==> src/rtl/spatial_filter_pkg.sv <==
// Shared constants and helpers for the spatial-filter pixel path.
// Used by the legacy pack/unpack macros and the stream converter.
package spatial_filter_pkg;

    localparam int MODE_PACK   = 0;
    localparam int MODE_UNPACK = 1;

    function automatic int clog2(input int n);
        int r;
        r = 0;
        for (int v = n - 1; v > 0; v = v >> 1) begin
            r = r + 1;
        end
        return r;
    endfunction

    function automatic int lane_lsb(input int idx, input int elem_w);
        return idx * elem_w;
    endfunction

endpackage

==> src/rtl/stream_pack_core.sv <==
// Gathers NUM_ELEM narrow elements into one wide word, lane 0 first.
// Partial words close on in_last; unfilled lanes stay zero.
module stream_pack_core
    import spatial_filter_pkg::*;
#(
    parameter int ELEM_W   = 8,
    parameter int NUM_ELEM = 4
) (
    input  logic                         clk,
    input  logic                         rst_n,
    input  logic                         clear,
    input  logic                         in_valid,
    output logic                         in_ready,
    input  logic [ELEM_W-1:0]            in_data,
    input  logic                         in_last,
    output logic                         out_valid,
    input  logic                         out_ready,
    output logic [ELEM_W*NUM_ELEM-1:0]   out_data,
    output logic [NUM_ELEM-1:0]          out_keep,
    output logic                         out_last
);

    localparam int CNT_W = clog2(NUM_ELEM);
    localparam int OUT_W = ELEM_W * NUM_ELEM;

    logic [CNT_W-1:0]    r_idx;
    logic [OUT_W-1:0]    r_acc;
    logic [NUM_ELEM-1:0] r_acc_keep;
    logic [OUT_W-1:0]    r_out_data;
    logic [NUM_ELEM-1:0] r_out_keep;
    logic                r_out_last;
    logic                r_out_valid;

    logic                w_in_fire;
    logic                w_out_fire;
    logic                w_done;
    logic [OUT_W-1:0]    w_acc_next;
    logic [NUM_ELEM-1:0] w_keep_next;

    assign in_ready   = !r_out_valid | out_ready;
    assign w_in_fire  = in_valid & in_ready;
    assign w_out_fire = r_out_valid & out_ready;
    assign w_done     = w_in_fire &
                        ((r_idx == CNT_W'(NUM_ELEM - 1)) | in_last);

    always_comb begin
        w_acc_next  = r_acc;
        w_keep_next = r_acc_keep;
        for (int k = 0; k < NUM_ELEM; k++) begin
            if (r_idx == CNT_W'(k)) begin
                w_acc_next[lane_lsb(k, ELEM_W) +: ELEM_W] = in_data;
                w_keep_next[k] = 1'b1;
            end
        end
    end

    // Pop and reload may share an edge; the reload wins so no bubble appears.
    always_ff @(posedge clk or negedge rst_n) begin
        if (!rst_n) begin
            r_idx       <= '0;
            r_acc       <= '0;
            r_acc_keep  <= '0;
            r_out_data  <= '0;
            r_out_keep  <= '0;
            r_out_last  <= 1'b0;
            r_out_valid <= 1'b0;
        end else if (clear) begin
            r_idx       <= '0;
            r_acc       <= '0;
            r_acc_keep  <= '0;
            r_out_data  <= '0;
            r_out_keep  <= '0;
            r_out_last  <= 1'b0;
            r_out_valid <= 1'b0;
        end else begin
            if (w_out_fire) begin
                r_out_valid <= 1'b0;
            end
            if (w_done) begin
                r_out_data  <= w_acc_next;
                r_out_keep  <= w_keep_next;
                r_out_last  <= in_last;
                r_out_valid <= 1'b1;
                r_idx       <= '0;
                r_acc       <= '0;
                r_acc_keep  <= '0;
            end else if (w_in_fire) begin
                r_acc       <= w_acc_next;
                r_acc_keep  <= w_keep_next;
                r_idx       <= r_idx + CNT_W'(1);
            end
        end
    end

    assign out_valid = r_out_valid;
    assign out_data  = r_out_data;
    assign out_keep  = r_out_keep;
    assign out_last  = r_out_last;

endmodule

==> src/rtl/stream_unpack_core.sv <==
// Splits one wide word into up to NUM_ELEM narrow elements, lane 0 first.
// The element count comes from popcount(in_keep); zero-keep words vanish.
module stream_unpack_core
    import spatial_filter_pkg::*;
#(
    parameter int ELEM_W   = 8,
    parameter int NUM_ELEM = 4
) (
    input  logic                         clk,
    input  logic                         rst_n,
    input  logic                         clear,
    input  logic                         in_valid,
    output logic                         in_ready,
    input  logic [ELEM_W*NUM_ELEM-1:0]   in_data,
    input  logic [NUM_ELEM-1:0]          in_keep,
    input  logic                         in_last,
    output logic                         out_valid,
    input  logic                         out_ready,
    output logic [ELEM_W-1:0]            out_data,
    output logic                         out_last
);

    localparam int CNT_W = clog2(NUM_ELEM);
    localparam int IN_W  = ELEM_W * NUM_ELEM;

    logic [IN_W-1:0]  r_buf;
    logic [CNT_W-1:0] r_pos;
    logic [CNT_W:0]   r_num;
    logic             r_last;
    logic             r_valid;

    logic             w_in_fire;
    logic             w_out_fire;
    logic             w_final;
    logic [CNT_W:0]   w_pop;
    logic [ELEM_W-1:0] w_out_data;

    always_comb begin
        w_pop = '0;
        for (int k = 0; k < NUM_ELEM; k++) begin
            w_pop = w_pop + (CNT_W+1)'(in_keep[k]);
        end
    end

    always_comb begin
        w_out_data = '0;
        for (int k = 0; k < NUM_ELEM; k++) begin
            if (r_pos == CNT_W'(k)) begin
                w_out_data = r_buf[lane_lsb(k, ELEM_W) +: ELEM_W];
            end
        end
    end

    assign w_final    = r_valid & ({1'b0, r_pos} == (r_num - (CNT_W+1)'(1)));
    assign w_out_fire = r_valid & out_ready;
    assign in_ready   = !r_valid | (w_final & out_ready);
    assign w_in_fire  = in_valid & in_ready;

    always_ff @(posedge clk or negedge rst_n) begin
        if (!rst_n) begin
            r_buf   <= '0;
            r_pos   <= '0;
            r_num   <= '0;
            r_last  <= 1'b0;
            r_valid <= 1'b0;
        end else if (clear) begin
            r_buf   <= '0;
            r_pos   <= '0;
            r_num   <= '0;
            r_last  <= 1'b0;
            r_valid <= 1'b0;
        end else begin
            if (w_out_fire) begin
                if (w_final) begin
                    r_valid <= 1'b0;
                end else begin
                    r_pos <= r_pos + CNT_W'(1);
                end
            end
            if (w_in_fire) begin
                r_buf   <= in_data;
                r_pos   <= '0;
                r_num   <= w_pop;
                r_last  <= in_last;
                r_valid <= (w_pop != '0);
            end
        end
    end

    assign out_valid = r_valid;
    assign out_data  = w_out_data;
    assign out_last  = w_final & r_last;

endmodule

==> src/rtl/stream_pack_unpack.sv <==
// Handshaked lane-width converter: PACK gathers, UNPACK splits.
// MODE picks the core at elaboration; the unused side is tied off here.
module stream_pack_unpack
    import spatial_filter_pkg::*;
#(
    parameter int  ELEM_W   = 8,
    parameter int  NUM_ELEM = 4,
    parameter int  MODE     = MODE_PACK,
    localparam int IN_W     = (MODE == MODE_PACK) ? ELEM_W : ELEM_W * NUM_ELEM,
    localparam int OUT_W    = (MODE == MODE_PACK) ? ELEM_W * NUM_ELEM : ELEM_W
) (
    input  logic                clk,
    input  logic                rst_n,
    input  logic                clear,
    input  logic                in_valid,
    output logic                in_ready,
    input  logic [IN_W-1:0]     in_data,
    input  logic [NUM_ELEM-1:0] in_keep,
    input  logic                in_last,
    output logic                out_valid,
    input  logic                out_ready,
    output logic [OUT_W-1:0]    out_data,
    output logic [NUM_ELEM-1:0] out_keep,
    output logic                out_last
);

    if (ELEM_W < 1) begin : g_bad_elem_w
        $error("stream_pack_unpack: ELEM_W must be >= 1");
    end
    if (NUM_ELEM < 2) begin : g_bad_num_elem
        $error("stream_pack_unpack: NUM_ELEM must be >= 2");
    end
    if (MODE != MODE_PACK && MODE != MODE_UNPACK) begin : g_bad_mode
        $error("stream_pack_unpack: MODE must be 0 or 1");
    end

    if (MODE == MODE_PACK) begin : g_pack
        logic w_unused_keep;
        assign w_unused_keep = ^in_keep;

        stream_pack_core #(
            .ELEM_W   (ELEM_W),
            .NUM_ELEM (NUM_ELEM)
        ) u_core (
            .clk       (clk),
            .rst_n     (rst_n),
            .clear     (clear),
            .in_valid  (in_valid),
            .in_ready  (in_ready),
            .in_data   (in_data),
            .in_last   (in_last),
            .out_valid (out_valid),
            .out_ready (out_ready),
            .out_data  (out_data),
            .out_keep  (out_keep),
            .out_last  (out_last)
        );
    end else begin : g_unpack
        assign out_keep = '1;

        stream_unpack_core #(
            .ELEM_W   (ELEM_W),
            .NUM_ELEM (NUM_ELEM)
        ) u_core (
            .clk       (clk),
            .rst_n     (rst_n),
            .clear     (clear),
            .in_valid  (in_valid),
            .in_ready  (in_ready),
            .in_data   (in_data),
            .in_keep   (in_keep),
            .in_last   (in_last),
            .out_valid (out_valid),
            .out_ready (out_ready),
            .out_data  (out_data),
            .out_last  (out_last)
        );
    end

endmodule

==> config.mk <==
export PLATFORM = sky130hd
export DESIGN_NAME = stream_pack_unpack
export DESIGN_NICKNAME = d
export VERILOG_FILES = /design/src/rtl/spatial_filter_pkg.sv /design/src/rtl/stream_pack_core.sv /design/src/rtl/stream_unpack_core.sv /design/src/rtl/stream_pack_unpack.sv
export SDC_FILE = /design/constraint.sdc
export NUM_CORES = 1
export LEC_CHECK = 0
export CAP_MARGIN = 20
export CORE_MARGIN = 2
export CORE_UTILIZATION = 50
export CTS_CLUSTER_DIAMETER = 40
export DETAILED_ROUTE_END_ITERATION = 6
export PLACE_DENSITY = 0.75
export SLEW_MARGIN = 5
export SYNTH_ARGS = -nofsm -noshare
export SYNTH_HDL_FRONTEND = slang
export SYNTH_SLANG_ARGS = --single-unit
==> constraint.sdc <==
create_clock -name clk -period 2.04 [get_ports clk]
set_input_delay 0.51 -clock clk [delete_from_list [all_inputs] [get_ports clk]]
set_output_delay 0.51 -clock clk [all_outputs]
set_load 0.02 [all_outputs]
Word level (Yosys, flattened, before mapping)
Cells that the tools add are included.
Operators by class
  add/subtract/negate cells: 1
  equal/unequal tests: 3
  muxes and demuxes: 26
  bitwise gates (word level): 5
  reduce and logical (&&, ||, !) cells: 5
Operators by type and width (number)
  two-way mux 32 bit: 5
  two-way mux 8 bit: 4
  two-way mux 4 bit: 5
  two-way mux 1 bit: 9
  two-way mux 2 bit: 3
  nonzero test 3 bit: 2
  equality test 2 bit, second input constant: 2
  bitwise AND 1 bit: 3
  adder 2 x 1 -> 2 bit, second input constant: 1
  equality test 2 x 1 -> 1 bit, second input constant: 1
  logical NOT 2 bit: 1
  bitwise OR 1 bit: 2
  nonzero test 2 bit: 1
  logical NOT 1 bit: 1
Word-level totals
  flip-flop bits (word level): 76
  output and inout port bits: 39

Depth between registers and ports, before layout
Gate-level depths: netlist of run 1.
  depth after elaboration: 6
  gate-level depth with buffers: 7
  depth with buffers taken out: 5

Worst setup path after synthesis of run 1
Ideal clock, no wire load.
  kind: register to register
  from: register g_pack.u_core.r_idx[0]
  to: register g_pack.u_core.r_out_data[7], in the netlist g_pack.u_core.out_data[7]
  library setup time: 0.137 ns
  arrival time: 1.463 ns
  required time: 1.903 ns
  setup slack: 0.441 ns
  cell stages (with the launch flop): 8
  buffers on the path: 3
  clock period less this slack: 1.599 ns
  path through: dfrtp_1 -> ha_1 -> buf_6 -> or2_4 -> buf_6 -> buf_6 -> a31oi_4 -> a211oi_2
On the way
  word-level cells in the longest chain between the ends: 4
Ends and longest elaborated chain
  from (decl): RTL line stream_pack_core.sv:26  | logic [CNT_W-1:0] r_idx;
  from (signal assigned): RTL line stream_pack_core.sv:90  | r_idx <= r_idx + CNT_W'(1);
  equality test 2 bit / logical NOT 2 bit (equally long branches): RTL line stream_pack_core.sv:44, stream_pack_core.sv:50
  bitwise OR 1 bit / two-way mux 8 bit (equally long branches): RTL line stream_pack_core.sv:44, stream_pack_core.sv:50
  bitwise AND 1 bit / two-way mux 32 bit (equally long branches): RTL line stream_pack_core.sv:43, stream_pack_core.sv:79
  nonzero test 2 bit (no line) / two-way mux 32 bit (equally long branches)
  to (signal assigned): RTL line stream_pack_core.sv:80  | r_out_data <= w_acc_next;
  to (decl): RTL line stream_pack_core.sv:29  | logic [OUT_W-1:0] r_out_data;
Several ways; a longest one is shown, not always the timed one. The select of a mux whose other input is x is not followed.
A chain may end at the register's enable or synchronous reset.

Final worst setup path of run 1
  from: input out_ready
  to: output in_ready
On the way
  word-level cells in the longest chain between the ends: 1
Ends and longest elaborated chain
  from (decl): RTL line stream_pack_unpack.sv:21  | input logic out_ready,
  bitwise OR 1 bit: RTL line stream_pack_core.sv:40  | assign in_ready = !r_out_valid | out_ready;
  to (decl): RTL line stream_pack_unpack.sv:16  | output logic in_ready,
Every way passes these cells.

==> flow_summary_export.csv, run 1 <==
group,metric,value,unit
synthesis,yosys_register_bits,76,
timing,maxSlewViolCount,0,
clocking,cts.sinks,76,
worst_setup_path,worst-setup-path-type,"primary input to output pin",
finish,design_area,4590,sq um
floorplanning,fp.dieArea,8180,sq um
worst_setup_path,cp-startpoint,"out_ready",
worst_setup_path,crit_fanout,2,
timing,whs,139,ps
floorplanning,core-area,7250,sq um
floorplanning,chipHeight,90.4,um
min_path,hp-class,"primary input to async pin",
synthesis,synth-seq-area-share,50.9,%
finish,syn_to_final_growth,22.8,%
worst_setup_path,cp_cell_sequence,"clkdlybuf4s50_1 > nor2b_4 > inv_6 > dlygate4sd2_1",
worst_setup_path,cp.arrival,1480,ps
synthesis,synth_cell_types,32,
floorplanning,die_x,90.4,um
timing,rsz0062_at_grt,"false",
global_route,grt_pass1_wl,14900,um
synthesis,yosysWarnings,0,
global_route,grt_max_degree,49,
finish,nFillCells,577,
floorplanning,io_pins,57,
timing,hold_viol_final,0,
global_route,antenna_found_initial,0,
worst_setup_path,critical_path_required,1530,ps
synthesis,syn-instance-count,326,
timing,fin_crit_sh,97.4,%
clocking,clkTransAtPathRegs,80,ps
synthesis,netlist_area,3730,sq um
floorplanning,rows,31,
worst_setup_path,endpoint_kind,"output pin",
placed_design,placed_cell_area,4370,sq um
run,drv_cap,0,
clocking,cts_setup_buffers,0,
drt,wl_per_cell,18.5,um
placed_design,place_inst,467,
synthesis,async_reset_ff_share,100,%
drt,drcViolationCount,0,
synthesis,syn_nets,348,
timing,slew_headroom,57.8,%
timing,finalClockSkew,7.45,ps
drt,postRouteAntennaNets,0,
clocking,cts-root-buf,"clkbuf_8",
clocking,cts_tree,"built",
worst_setup_path,rr_startpoint,"g_pack.u_core.r_idx[0]",
drt,firstDrtPassIters,4,
clocking,worstSkewPairLatency,350,ps
synthesis,synth_edf_count,0,
placed_design,pre_cts_ws,-187,ps
timing,min_period,1990,ps
drt,viasPerCell,6.07,
placed_design,dpl.hpwl,6030,um
finish,finalNonFillerCells,482,
finish,nNetsFinal,401,
timing,fmaxAchievable,0.503,GHz
global_route,grt-ovfl-total,0,
finish,drive_gt1_share,15.1,%
global_route,grt_pass1_vias,2866,
worst_setup_path,crit_slowest_cell,"clkdlybuf4s50_1",
pwr,ir_worst_vdd,0.307,mV
global_route,gr-usage-all-layers,23.3,%
clocking,clock_path_buffers,2,
clocking,htreeDepth,3,
timing,final-setup-viol-count,0,
clocking,cts_buffers,9,
synthesis,avgSynthCellArea,11.5,sq um
pwr,leakage,1.84,nW
worst_setup_path,startpoint_type,"primary input",
timing,tightest_slew,629,ps
worst_setup_path,cp.buffers_inverters,3,
worst_setup_path,slowest_delay,450,ps
finish,n_antenna_cell,0,
synthesis,synthFlopType,"dfrtp_1",
worst_setup_path,critPathTopFamily,"buffers and inverters",
timing,fin_ws,52.7,ps
placed_design,place_congestion,0.838,
floorplanning,start_util,51.5,%
status,outcome,"finished clean",
drt,num_vias,2925,
placed_design,portBuffers,52,
drt,drt_iter0_drc,205,
pwr,power_density,749,nW/um^2
drt,routed_wl,8900,um
## cells in the final DEF, fill, tap and decap left out, types with 3 or more instances in the layout
| cell type | count |
|---|---|
| a211oi_1 | 33 |
| ha_1 | 4 |
| a31oi_4 | 3 |
| clkbuf_8 | 10 |
| a21oi_1 | 5 |
| nand2_2 | 3 |
| o32ai_1 | 24 |
| dfrtp_1 | 76 |
| a31oi_1 | 36 |
| and2_1 | 9 |
| mux2i_1 | 32 |
| buf_4 | 20 |
| nor3_2 | 3 |
| nand2b_1 | 9 |
| inv_1 | 27 |
| buf_12 | 4 |
| clkdlybuf4s50_1 | 48 |
| nor3_1 | 7 |
| nor2_1 | 4 |
## kinds of logic (layout without fill, tap and decap cells)
family,after synthesis,in the layout,synth area share (%)
DFF,76,76,50.9
buffers and inverters,61,118,8.88
AOI/OAI and AO/OA,106,106,21.9
muxes,32,32,8.58
adders and majority gates,4,4,1.34
and+or+nand+nor,47,47,8.41
## per-layer routing
layer	share of wire (%)	GRT usage, %
met5	0	0
met4	2.3	11.7
met3	5.3	4.59
met2	47	34.6
met1	45	32.6
## Yosys cell counts (all sizes together), types with 2 or more instances
master / number / area share (%)
dfrtp: 76 / 51
a31oi: 39 / 7.7
a211oi: 35 / 7.3
mux2i: 32 / 8.6
inv: 28 / 2.9
buf: 24 / 5.0
o32ai: 24 / 5.6
nor3: 11 / 2.0
and2: 9 / 1.5
clkbuf: 9 / 0.90
nand2b: 9 / 1.5
a21oi: 5 / 0.67
nor2: 5 / 0.57
ha: 4 / 1.3
nand2: 3 / 0.50
and4bb: 2 / 0.67
nand3: 2 / 0.27
nor4: 2 / 0.33
## through the flow
step / util (%) / TNS, ps / total power, mW
final: 63.3 / 0 / 3.44
after global routing: 63.3 / 0 / 3.58
after CTS: 63.3 / 0 / 3.46
after detailed placement: 60.3 / -6130 / 2.21
after global placement: 60.3 / -4880 / 2.20
after floorplan: - / 0 / 1.96
## timing repair
item / in CTS / in global routing
hold buffers: 0 / 0
setup endpoints to repair: 1 / 0
endpoints found under the hold margin: 0 / 0
gates resized for setup: 1 / 0
## worst paths after layout
path                                         endpoint  slack [ps]  cells after the start
setup / recovery                             in_ready          50                      4
hold / removal              g_pack.u_core.out_data[5]         140                      1
setup reg to reg            g_pack.u_core.out_keep[0]         200                      5
hold reg to reg               g_pack.u_core.r_acc[31]         490                      1
max in group asynchronous  g_pack.u_core.out_data[11]        1270                      2
min in group clk              g_pack.u_core.out_valid         490                      2
## registers in the layout (all words and copies together), names as in the netlist
name / cells
g_pack.u_core.out_data: 32
g_pack.u_core.out_keep: 4
g_pack.u_core.out_last: 1
g_pack.u_core.out_valid: 1
g_pack.u_core.r_acc: 32
g_pack.u_core.r_acc_keep: 4
g_pack.u_core.r_idx: 2
## layout make-up
cell class	count	area, sq um	area share (%)
multi-input cells	189	1510	32.9
clock buffers	11	141	3.08
clock inverters	4	73.8	1.61
well taps	99	124	2.70
flip-flops and latches	76	1900	41.5
inverters	28	110	2.40
repair buffers	75	729	15.9
## report_power, final
group | total, mW | switching, mW | internal (mW)
registers | 1.60 | 0.0343 | 1.57
clock network | 1.26 | 0.543 | 0.717
logic | 0.578 | 0.334 | 0.244
Note: power is estimated with default switching activity, not from simulation.
==> inputs of run 2 (changes only) <==
- CTS_CLUSTER_DIAMETER: 40 -> unset
- SKIP_CTS_REPAIR_TIMING: unset -> 1
==> flow_summary_export.csv, run 2 (synthesized netlist as in run 1, its figures left out) <==
group,metric,value,unit
pwr,power_density,749,nW/um^2
global_route,grt_pass1_vias,2866,
finish,seq_area,1900,sq um
clocking,cts_tree,"built",
timing,fin_crit_sh,91.9,%
floorplanning,chipHeight,90.4,um
run,drv_cap,0,
floorplanning,start_util,51.5,%
finish,utilization,63.3,%
timing,slew_headroom,57.8,%
timing,fmaxAchievable,0.534,GHz
floorplanning,core-area,7250,sq um
placed_design,portBuffers,52,
worst_setup_path,cp.arrival,1360,ps
drt,drt_iter0_drc,205,
global_route,grt_max_degree,49,
drt,routed_wl,8900,um
drt,postRouteAntennaNets,0,
placed_design,dpl.hpwl,6030,um
drt,viasPerCell,6.04,
floorplanning,io_pins,57,
worst_setup_path,cp.buffers_inverters,1,
global_route,grt_pass1_wl,14900,um
timing,final-setup-viol-count,0,
clocking,cts_buffers,9,
floorplanning,rows,31,
timing,tightest_slew,629,ps
global_route,gr-usage-all-layers,23.3,%
finish,drive_gt1_share,15.1,%
timing,finalClockSkew,7.37,ps
finish,finalNonFillerCells,482,
timing,hold_viol_final,0,
timing,rsz0062_at_grt,"false",
worst_setup_path,crit_slowest_cell,"clkdlybuf4s50_1",
finish,layout_common_cells,"dfrtp_1 (76), clkdlybuf4s50_1 (48), a31oi_1 (36)",
clocking,cts.sinks,76,
clocking,cts-root-buf,"clkbuf_8",
drt,firstDrtPassIters,4,
finish,final_common_cell,"dfrtp_1",
worst_setup_path,r2r_slack,210,ps
placed_design,placed_cell_area,4370,sq um
pwr,leakage,1.84,nW
worst_setup_path,critical_path_required,1530,ps
worst_setup_path,slowest_delay,620,ps
drt,wl_per_cell,18.5,um
status,outcome,"finished clean",
worst_setup_path,crit_fanout,2,
drt,drcViolationCount,0,
timing,whs,139,ps
worst_setup_path,worst-setup-path-type,"register to output pin",
finish,nFillCells,576,
pwr,ir_worst_vdd,0.306,mV
clocking,worstSkewPairLatency,350,ps
placed_design,place_inst,467,
min_path,hp-class,"primary input to async pin",
timing,min_period,1870,ps
finish,n_antenna_cell,0,
global_route,antenna_found_initial,0,
worst_setup_path,startpoint_type,"register",
clocking,htreeDepth,3,
finish,nNetsFinal,401,
finish,design_area,4590,sq um
placed_design,place_congestion,0.838,
worst_setup_path,critPathTopFamily,"buffers and inverters",
global_route,grt-ovfl-total,0,
pwr,total_power,3.44,mW
floorplanning,die_x,90.4,um
timing,maxSlewViolCount,0,
clocking,clkTransAtPathRegs,80,ps
drt,num_vias,2913,
finish,multi_input_area,1510,sq um
worst_setup_path,cp_cell_sequence,"clkdlybuf4s50_1",
finish,syn_to_final_growth,22.9,%
clocking,clock_path_buffers,2,
floorplanning,fp.dieArea,8180,sq um
worst_setup_path,endpoint_kind,"output pin",
[run 2: cell types whose count changed in the layout (fill, tap and decap cells not counted)]
cell,delta
dlymetal6s2s_1,+1
dlygate4sd2_1,-1
[run 2: where the power goes]
group	leakage, nW	internal (mW)	switching, mW
logic	0.697	0.244	0.333
registers	1.04	1.57	0.0344
clock network	0.109	0.717	0.543
total	1.84	2.53	0.910
[run 2: worst register-to-register path: stages, from the launching register on]
cell and delay [ps]:
dfrtp_1 400, ha_1 430, or2_4 230, buf_4 280, a31oi_1 150, a211oi_1 250
[run 2: per-stage QoR]
stage               TNS, ps  setup slack (ps)
floorplan                 0               441
global placement      -4880              -174
detailed placement    -6130              -187
CTS                    -186              -186
global route              0              8.36
finish                    0               166
[run 2: path summary, 6_finish.rpt]
| kind | start | end | cells after the start |
|---|---|---|---|
| setup / recovery | g_pack.u_core.out_data[7] | out_data[7] | 1 |
| hold / removal | rst_n | g_pack.u_core.out_data[5] | 1 |
| setup reg to reg | g_pack.u_core.r_idx[0] | g_pack.u_core.out_keep[0] | 5 |
| hold reg to reg | g_pack.u_core.r_acc[25] | g_pack.u_core.r_acc[25] | 1 |
| max in group asynchronous | rst_n | g_pack.u_core.out_data[11] | 2 |
| min in group clk | clear | g_pack.u_core.out_valid | 2 |
[run 2: cell type report]
| type | instances | area share (%) |
|---|---|---|
| clock buffers | 11 | 3.08 |
| repair buffers | 75 | 16.0 |
| inverters | 28 | 2.40 |
| flip-flops and latches | 76 | 41.4 |
| well taps | 99 | 2.70 |
| multi-input cells | 189 | 32.8 |
| clock inverters | 4 | 1.61 |
[run 2: routing by layer]
layer | global-route usage, % | vias up | share of wire [%]
met1 | 32.6 | 1460 | 45
li1 | - | 1341 | -
met2 | 34.6 | 97 | 47
met5 | 0 | - | 0
met3 | 4.59 | 15 | 5.2
met4 | 11.7 | 0 | 2.3
==> inputs of run 3 (changes only) <==
- ABC_CLOCK_PERIOD_IN_PS: unset -> 2040
==> results of run 3 <==
No change in the layout: final DEF, timing and power equal those of run 2.
